## src/rtl/sma_pkg.sv

```systemverilog
// rtl/sma_pkg.sv - shared widths, FSM states and decimation-exponent clamp for the SMA sample feeder
package sma_pkg;
  localparam int DATA_W       = 32;
  localparam int MAX_DEC_LOG2 = 8;
  localparam int ACC_W        = 48;
  localparam int K_W          = 4;
  localparam int CNT_W        = MAX_DEC_LOG2 + 1;

  typedef enum logic {
    LOAD = 1'b0,
    ACC  = 1'b1
  } feeder_state_e;

  function automatic logic [K_W-1:0] clamp_dec(input logic [31:0] sel);
    if (sel > 32'(MAX_DEC_LOG2)) return K_W'(MAX_DEC_LOG2);
    return sel[K_W-1:0];
  endfunction
endpackage

```

## src/rtl/sma_sample_feeder_if.sv

```systemverilog
// rtl/sma_sample_feeder_if.sv - raw-sample input and SMA update output bundle of the sample feeder
interface sma_sample_feeder_if;
  import sma_pkg::*;

  logic              i_valid;
  logic [DATA_W-1:0] i_data;
  logic [31:0]       i_dec_sel;
  logic [31:0]       i_window_sel;
  logic              o_update_strobe;
  logic [DATA_W-1:0] o_data;
  logic [31:0]       o_window_sel;
  logic [K_W-1:0]    o_dec_active;
  logic              o_cfg_pending;

  modport master (
    output i_valid, i_data, i_dec_sel, i_window_sel,
    input  o_update_strobe, o_data, o_window_sel, o_dec_active, o_cfg_pending
  );

  modport slave (
    input  i_valid, i_data, i_dec_sel, i_window_sel,
    output o_update_strobe, o_data, o_window_sel, o_dec_active, o_cfg_pending
  );
endinterface

```

## src/rtl/sma_feeder_acc.sv

```systemverilog
// rtl/sma_feeder_acc.sv - boxcar accumulator, sample counter and shift datapath of the feeder
// Optional SMA_FEEDER_ROUND_EN: round half up instead of floor when dividing by 2^k.
module sma_feeder_acc
  import sma_pkg::*;
(
  input  logic              i_clk,
  input  logic              i_rst_n,
  input  logic              i_clear,
  input  logic              i_valid,
  input  logic [DATA_W-1:0] i_data,
  input  logic [K_W-1:0]    i_k,
  output logic              o_last,
  output logic              o_empty,
  output logic [DATA_W-1:0] o_result
);
  logic signed [ACC_W-1:0] acc_q, acc_d, sum, sum_rnd;
  logic [CNT_W-1:0]        cnt_q, cnt_d, cnt_last;

  assign sum      = acc_q + ACC_W'($signed(i_data));
  assign cnt_last = (CNT_W'(1) << i_k) - CNT_W'(1);
  assign o_last   = i_valid && (cnt_q == cnt_last);
  assign o_empty  = (cnt_q == '0);

`ifdef SMA_FEEDER_ROUND_EN
  // Half of 2^k; collapses to zero for k=0 so pass-through is untouched.
  assign sum_rnd = sum + $signed((ACC_W'(1) << i_k) >> 1);
`else
  assign sum_rnd = sum;
`endif

  assign o_result = DATA_W'(sum_rnd >>> i_k);

  always_comb begin
    acc_d = acc_q;
    cnt_d = cnt_q;
    if (i_clear || o_last) begin
      acc_d = '0;
      cnt_d = '0;
    end else if (i_valid) begin
      acc_d = sum;
      cnt_d = cnt_q + CNT_W'(1);
    end
  end

  always_ff @(posedge i_clk) begin
    if (!i_rst_n) begin
      acc_q <= '0;
      cnt_q <= '0;
    end else begin
      acc_q <= acc_d;
      cnt_q <= cnt_d;
    end
  end
endmodule

```

## src/rtl/sma_sample_feeder.sv

```systemverilog
// rtl/sma_sample_feeder.sv - decimating writer of the SMA update interface; config reloads only on block boundaries
// Optional SMA_FEEDER_ROUND_EN (in sma_feeder_acc): round half up on decimation.
module sma_sample_feeder
  import sma_pkg::*;
(
  input logic                i_clk,
  input logic                i_rst_n,
  sma_sample_feeder_if.slave bus
);
  feeder_state_e     state_q, state_d;
  logic [K_W-1:0]    k_q, k_req;
  logic [31:0]       win_q;
  logic [DATA_W-1:0] data_q, result;
  logic              strobe_q, pending_q;
  logic              load, acc_valid, last, empty, cfg_diff;

  assign k_req     = clamp_dec(bus.i_dec_sel);
  assign cfg_diff  = (k_req != k_q) || (bus.i_window_sel != win_q);
  assign load      = (state_q == LOAD);
  assign acc_valid = (state_q == ACC) && bus.i_valid;

  sma_feeder_acc u_acc (
    .i_clk    (i_clk),
    .i_rst_n  (i_rst_n),
    .i_clear  (load),
    .i_valid  (acc_valid),
    .i_data   (bus.i_data),
    .i_k      (k_q),
    .o_last   (last),
    .o_empty  (empty),
    .o_result (result)
  );

  // Reload only at a block boundary or while nothing has been accumulated yet.
  always_comb begin
    state_d = state_q;
    case (state_q)
      LOAD: state_d = ACC;
      ACC: begin
        if (last) begin
          if (cfg_diff) state_d = LOAD;
        end else if (empty && !bus.i_valid && cfg_diff) begin
          state_d = LOAD;
        end
      end
      default: state_d = LOAD;
    endcase
  end

  always_ff @(posedge i_clk) begin
    if (!i_rst_n) begin
      state_q   <= LOAD;
      k_q       <= '0;
      win_q     <= '0;
      data_q    <= '0;
      strobe_q  <= 1'b0;
      pending_q <= 1'b0;
    end else begin
      state_q   <= state_d;
      strobe_q  <= last;
      pending_q <= cfg_diff;
      if (load) begin
        k_q   <= k_req;
        win_q <= bus.i_window_sel;
      end
      if (last) data_q <= result;
    end
  end

  assign bus.o_update_strobe = strobe_q;
  assign bus.o_data          = data_q;
  assign bus.o_window_sel    = win_q;
  assign bus.o_dec_active    = k_q;
  assign bus.o_cfg_pending   = pending_q;
endmodule

```

## src/flat_wrapper.sv

```systemverilog
// flat-port wrapper written by rule: the top's interface ports become plain ports
module sma_sample_feeder_flat import sma_pkg::*;
  (i_clk, i_rst_n, bus_i_valid, bus_i_data, bus_i_dec_sel, bus_i_window_sel, bus_o_update_strobe, bus_o_data, bus_o_window_sel, bus_o_dec_active, bus_o_cfg_pending);
  sma_sample_feeder_if bus_i ();
  input logic i_clk;
  input logic i_rst_n;
  input wire logic [$bits(bus_i.i_valid)-1:0] bus_i_valid;
  input wire logic [$bits(bus_i.i_data)-1:0] bus_i_data;
  input wire logic [$bits(bus_i.i_dec_sel)-1:0] bus_i_dec_sel;
  input wire logic [$bits(bus_i.i_window_sel)-1:0] bus_i_window_sel;
  output wire logic [$bits(bus_i.o_update_strobe)-1:0] bus_o_update_strobe;
  output wire logic [$bits(bus_i.o_data)-1:0] bus_o_data;
  output wire logic [$bits(bus_i.o_window_sel)-1:0] bus_o_window_sel;
  output wire logic [$bits(bus_i.o_dec_active)-1:0] bus_o_dec_active;
  output wire logic [$bits(bus_i.o_cfg_pending)-1:0] bus_o_cfg_pending;
  assign bus_i.i_valid = bus_i_valid;
  assign bus_i.i_data = bus_i_data;
  assign bus_i.i_dec_sel = bus_i_dec_sel;
  assign bus_i.i_window_sel = bus_i_window_sel;
  assign bus_o_update_strobe = bus_i.o_update_strobe;
  assign bus_o_data = bus_i.o_data;
  assign bus_o_window_sel = bus_i.o_window_sel;
  assign bus_o_dec_active = bus_i.o_dec_active;
  assign bus_o_cfg_pending = bus_i.o_cfg_pending;
  sma_sample_feeder u_core (.i_clk(i_clk), .i_rst_n(i_rst_n), .bus(bus_i));
endmodule
```

## config.mk

```make
export PLATFORM = sky130hd
export DESIGN_NAME = sma_sample_feeder_flat
export DESIGN_NICKNAME = d
export VERILOG_FILES = /design/src/rtl/sma_pkg.sv /design/src/rtl/sma_sample_feeder_if.sv /design/src/rtl/sma_feeder_acc.sv /design/src/rtl/sma_sample_feeder.sv /design/src/flat_wrapper.sv
export SDC_FILE = /design/constraint.sdc
export NUM_CORES = 1
export LEC_CHECK = 0
export ABC_AREA = 0
export CAP_MARGIN = 15
export CORE_UTILIZATION = 25
export CTS_CLUSTER_DIAMETER = 60
export DETAILED_ROUTE_END_ITERATION = 10
export PLACE_DENSITY_LB_ADDON = 0.05
export SLEW_MARGIN = 15
export SYNTH_ARGS = -nofsm -noshare
export SYNTH_HDL_FRONTEND = slang
export SYNTH_SLANG_ARGS = --single-unit
```

## constraint.sdc

```tcl
create_clock -name i_clk -period 4.2 [get_ports i_clk]
set_input_delay 1.26 -clock i_clk [delete_from_list [all_inputs] [get_ports i_clk]]
set_output_delay 1.26 -clock i_clk [all_outputs]
set_load 0.02 [all_outputs]
```

==> impl_metrics.json <==
{
  "rrSetupSlack_ps": 790,
  "final_util_pct": 40.2,
  "drv_slew": 0,
  "ant_nets": 0,
  "worst_slew_pin_slew_ps": 851,
  "wl_met1_mm": 19.2,
  "htreeDepth": 4,
  "power_frac_seq_pct": 31.0,
  "startpoint_type": "input pin",
  "via_per_inst": 5.02,
  "clock_skew_ps": 10.3,
  "worstRegToRegCells": 16,
  "drc_errors": 0,
  "die_w_um": 204,
  "maxCapViolations": 0,
  "synth_top_area_share_pct": 24.8,
  "crit_end": "u_core.bus.o_data[25]",
  "worstPathMaxFanout": 4,
  "hpwl_mm": 33.9,
  "combPwrFrac_pct": 27.9,
  "synthFlopType": "dfxtp_1",
  "wl_met2_mm": 22.5,
  "first_iter_violations": 496,
  "antenna_found_initial": 0,
  "switchingPower_mw": 1.28,
  "syn-cell-area_um2": 10200,
  "crit_top_cell": "buf_4",
  "seq_area_frac_synth_pct": 24.8,
  "rsz0062_at_grt": "yes",
  "cts_tree": "built",
  "cts_hold_buf": 0,
  "leakage_nw": 6.61,
  "ys.warnings.count": 0,
  "synth_top_cell_by_area": "dfxtp_1",
  "syn_inst": 1319,
  "hold_viol_final": 0,
  "status": "completed",
  "start_util_pct": 25.5,
  "grt_pass1_vias": 11500,
  "overflow": 0,
  "p_int_mw": 2.81,
  "highest_layer": "met4",
  "dieArea_um2": 41800,
  "clkPwrFrac_pct": 41.1,
  "synth_cell_types": 92,
  "syn_avg_cell_area_um2": 7.76,
  "yosys-top-cells-area": "dfxtp_1 (25%), mux2i_1 (7.0%), nand2_1 (6.4%)",
  "critPathLaunch": "bus_i_data[20]",
  "worst_path_max_delay_cell": "clkdlybuf4s50_1",
  "r2r-start": "u_core.u_acc.acc_q[0]",
  "min_period_over_period_pct": 98.4,
  "clock.fmax_mhz": 242,
  "setup_viol": 0,
  "ys_ff_latch": 127,
  "slew_headroom_pct": 43.0,
  "place.port_buffers": 168,
  "io-pin-count": 169,
  "vias": 11300,
  "drt_wl_total_mm": 43.9,
  "fin_nets": 1866,
  "worstSetupEndpointType": "flop",
  "met3_length_mm": 1.28,
  "arrival_ps": 4490,
  "syn_to_final_growth_pct": 57.5,
  "drt_pass1_iterations": 5,
  "fin_crit_ps": 4130,
  "n_antenna_cell": 0,
  "p_total_mw": 4.09,
  "clkTransAtPathRegs_ps": 70,
  "slowest_delay_ps": 410,
  "path_cells": "clkdlybuf4s50_1 -> ha_1 -> a21oi_2 -> o21ai_1 -> nor2_2 -> o2111ai_4 -> a21oi_4 -> o21ai_2 -> xor2_2 -> buf_4 -> buf_4 -> mux2_2 -> o21ai_0 -> nand3_1 -> a32o_1",
  "clkLatencyLatePin_ps": 460,
  "timing.rr.end": "u_core.bus.o_data[18]",
  "drive_gt1_share_pct": 29.8,
  "async_reset_ff_share_pct": 0,
  "cts-root-buf": "clkbuf_16",
  "core.rowCount": 73,
  "cts_buffers": 17,
  "cts.sinks": 127,
  "die_h_um": 204,
  "routedWlPerCell_um": 19.5,
  "final.setup.tns_ps": 0,
  "hold_path_class": "flop to flop",
  "place_congestion": 0.827,
  "clockBufferDepth": 2,
  "synth-edff-count": 0,
  "syn-num-nets": 1468,
  "grtUsageTotal_pct": 21.1,
  "required_ps": 4560,
  "p_per_area_nw_per_um2": 253,
  "swShare_pct": 31.3,
  "core_um2": 40100,
  "worst-setup-path-type": "input pin to flop",
  "ir_drop_mv": 0.211,
  "grt_pass1_wl_mm": 66.5,
  "grt_max_degree": 56
}
state kept, by name, summed over array words and instances, names as in the netlist:
| signal | flops |
|---|---|
| u_core.bus.o_data | 32 |
| u_core.bus.o_dec_active | 4 |
| u_core.state_q | 1 |
| u_core.u_acc.cnt_q | 9 |
| u_core.u_acc.acc_q | 47 |
| u_core.bus.o_window_sel | 32 |
| u_core.bus.o_update_strobe | 1 |
| u_core.bus.o_cfg_pending | 1 |
power groups by stage:
stage,clock network [mW],logic (mW),registers [mW]
2_1_floorplan,0,0.481,1.32
3_3_place_gp,0,1.06,1.29
3_5_place_dp,0,1.05,1.29
4_1_cts,1.73,1.09,1.27
5_1_grt,1.79,1.23,1.27
6_report,1.68,1.14,1.27
Yosys cell counts, types with 5 or more instances:
cell and n:
nand2_1 175, nor2_1 133, a21oi_1 130, dfxtp_1 127, mux2i_1 72, xnor2_1 63
clkbuf_1 61, o21ai_0 52, ha_1 49, xor2_1 31, nand3_1 28, nand4_1 27
nor3_1 25, a21o_1 22, o211ai_1 22, o21ai_1 19, a211oi_1 18, inv_1 17
nor4_1 16, mux4_2 14, and3_1 12, buf_1 12, mux2_2 10, a21oi_2 9
buf_2 9, nand2b_1 9, o21a_1 9, o22ai_1 9, a22oi_1 8, a31oi_1 8
and2_1 6, o221ai_1 6, o31ai_1 6, nand3b_1 5
logic make-up after synthesis:
group	count (synthesis)	synth area share, %
AND/OR/NAND/NOR	460	20.4
AO/OA/AOI/OAI	382	24.6
flip-flops	127	24.8
buffers and inverters	105	3.97
XOR/XNOR	98	8.68
multiplexers	97	11.4
adder cells (fa/ha/maj)	50	6.18
metal layers:
metal  vias up  global-route usage (%)
met2       167                    37.4
met4         0                    7.41
met3        48                    3.79
met1      5490                    25.2
li1       5607                       -
met5         -                       0
placed cells by master, fill, tap and decap left out, drive strengths merged, types with 20 or more instances in the layout:
| cell | netlist | routed |
|---|---|---|
| nand4 | 28 | 28 |
| inv | 21 | 25 |
| o21ai | 74 | 74 |
| nor2 | 135 | 135 |
| buf | 21 | 294 |
| mux2i | 73 | 73 |
| a21oi | 139 | 139 |
| dfxtp | 127 | 127 |
| xor2 | 34 | 34 |
| nor3 | 28 | 28 |
| clkdlybuf4s50 | 0 | 155 |
| a211oi | 20 | 20 |
| ha | 49 | 49 |
| nand2 | 176 | 176 |
| xnor2 | 64 | 64 |
| a21o | 22 | 22 |
| nand3 | 28 | 28 |
| o211ai | 22 | 22 |
worst min path at each step:
stage | from | to | cells after the start
detailed placement | u_core.bus.o_data[22] | u_core.bus.o_data[22] | 2
global placement | u_core.bus.o_data[22] | u_core.bus.o_data[22] | 2
global route | u_core.bus.o_data[22] | u_core.bus.o_data[22] | 2
CTS | u_core.bus.o_data[22] | u_core.bus.o_data[22] | 2
finish | u_core.bus.o_data[22] | u_core.bus.o_data[22] | 2
floorplan | u_core.u_acc.acc_q[0] | u_core.u_acc.acc_q[0] | 2
final cells by class:
class,instances,area [um2]
inverter,22,82.6
clock buffer,18,429
multi-input combinational,1087,8270
fill,4147,24000
timing repair buffer,462,3940
clock inverter,14,205
sequential,127,2540
tap,525,657
repair_timing:
action                     CTS  global route
gates resized for setup     69           114
pin swaps                   28            57
setup endpoints to repair   34            35
setup buffers                6             9
per-stage QoR:
| step | std cells | area (um2) | worst slack, ps | hold slack, ps |
|---|---|---|---|---|
| floorplan | 1319 | 10200 | 0.136 | 440 |
| global placement | 2209 | 14400 | -809 | 434 |
| detailed placement | 2209 | 14400 | -804 | 440 |
| CTS | 2247 | 15400 | -2.16 | 448 |
| global route | 2255 | 16100 | -56.9 | 463 |
| finish | 2255 | 16100 | 69.1 | 441 |
worst max-delay path: cells and delay by family:
family | cells | cell delay (ps)
buffers and inverters | 3 | 690
multiplexers | 1 | 260
AO/OA/AOI/OAI | 7 | 1360
adder cells (fa/ha/maj) | 1 | 350
XOR/XNOR | 1 | 180
AND/OR/NAND/NOR | 2 | 360
Power figures use the tool's default switching activity.
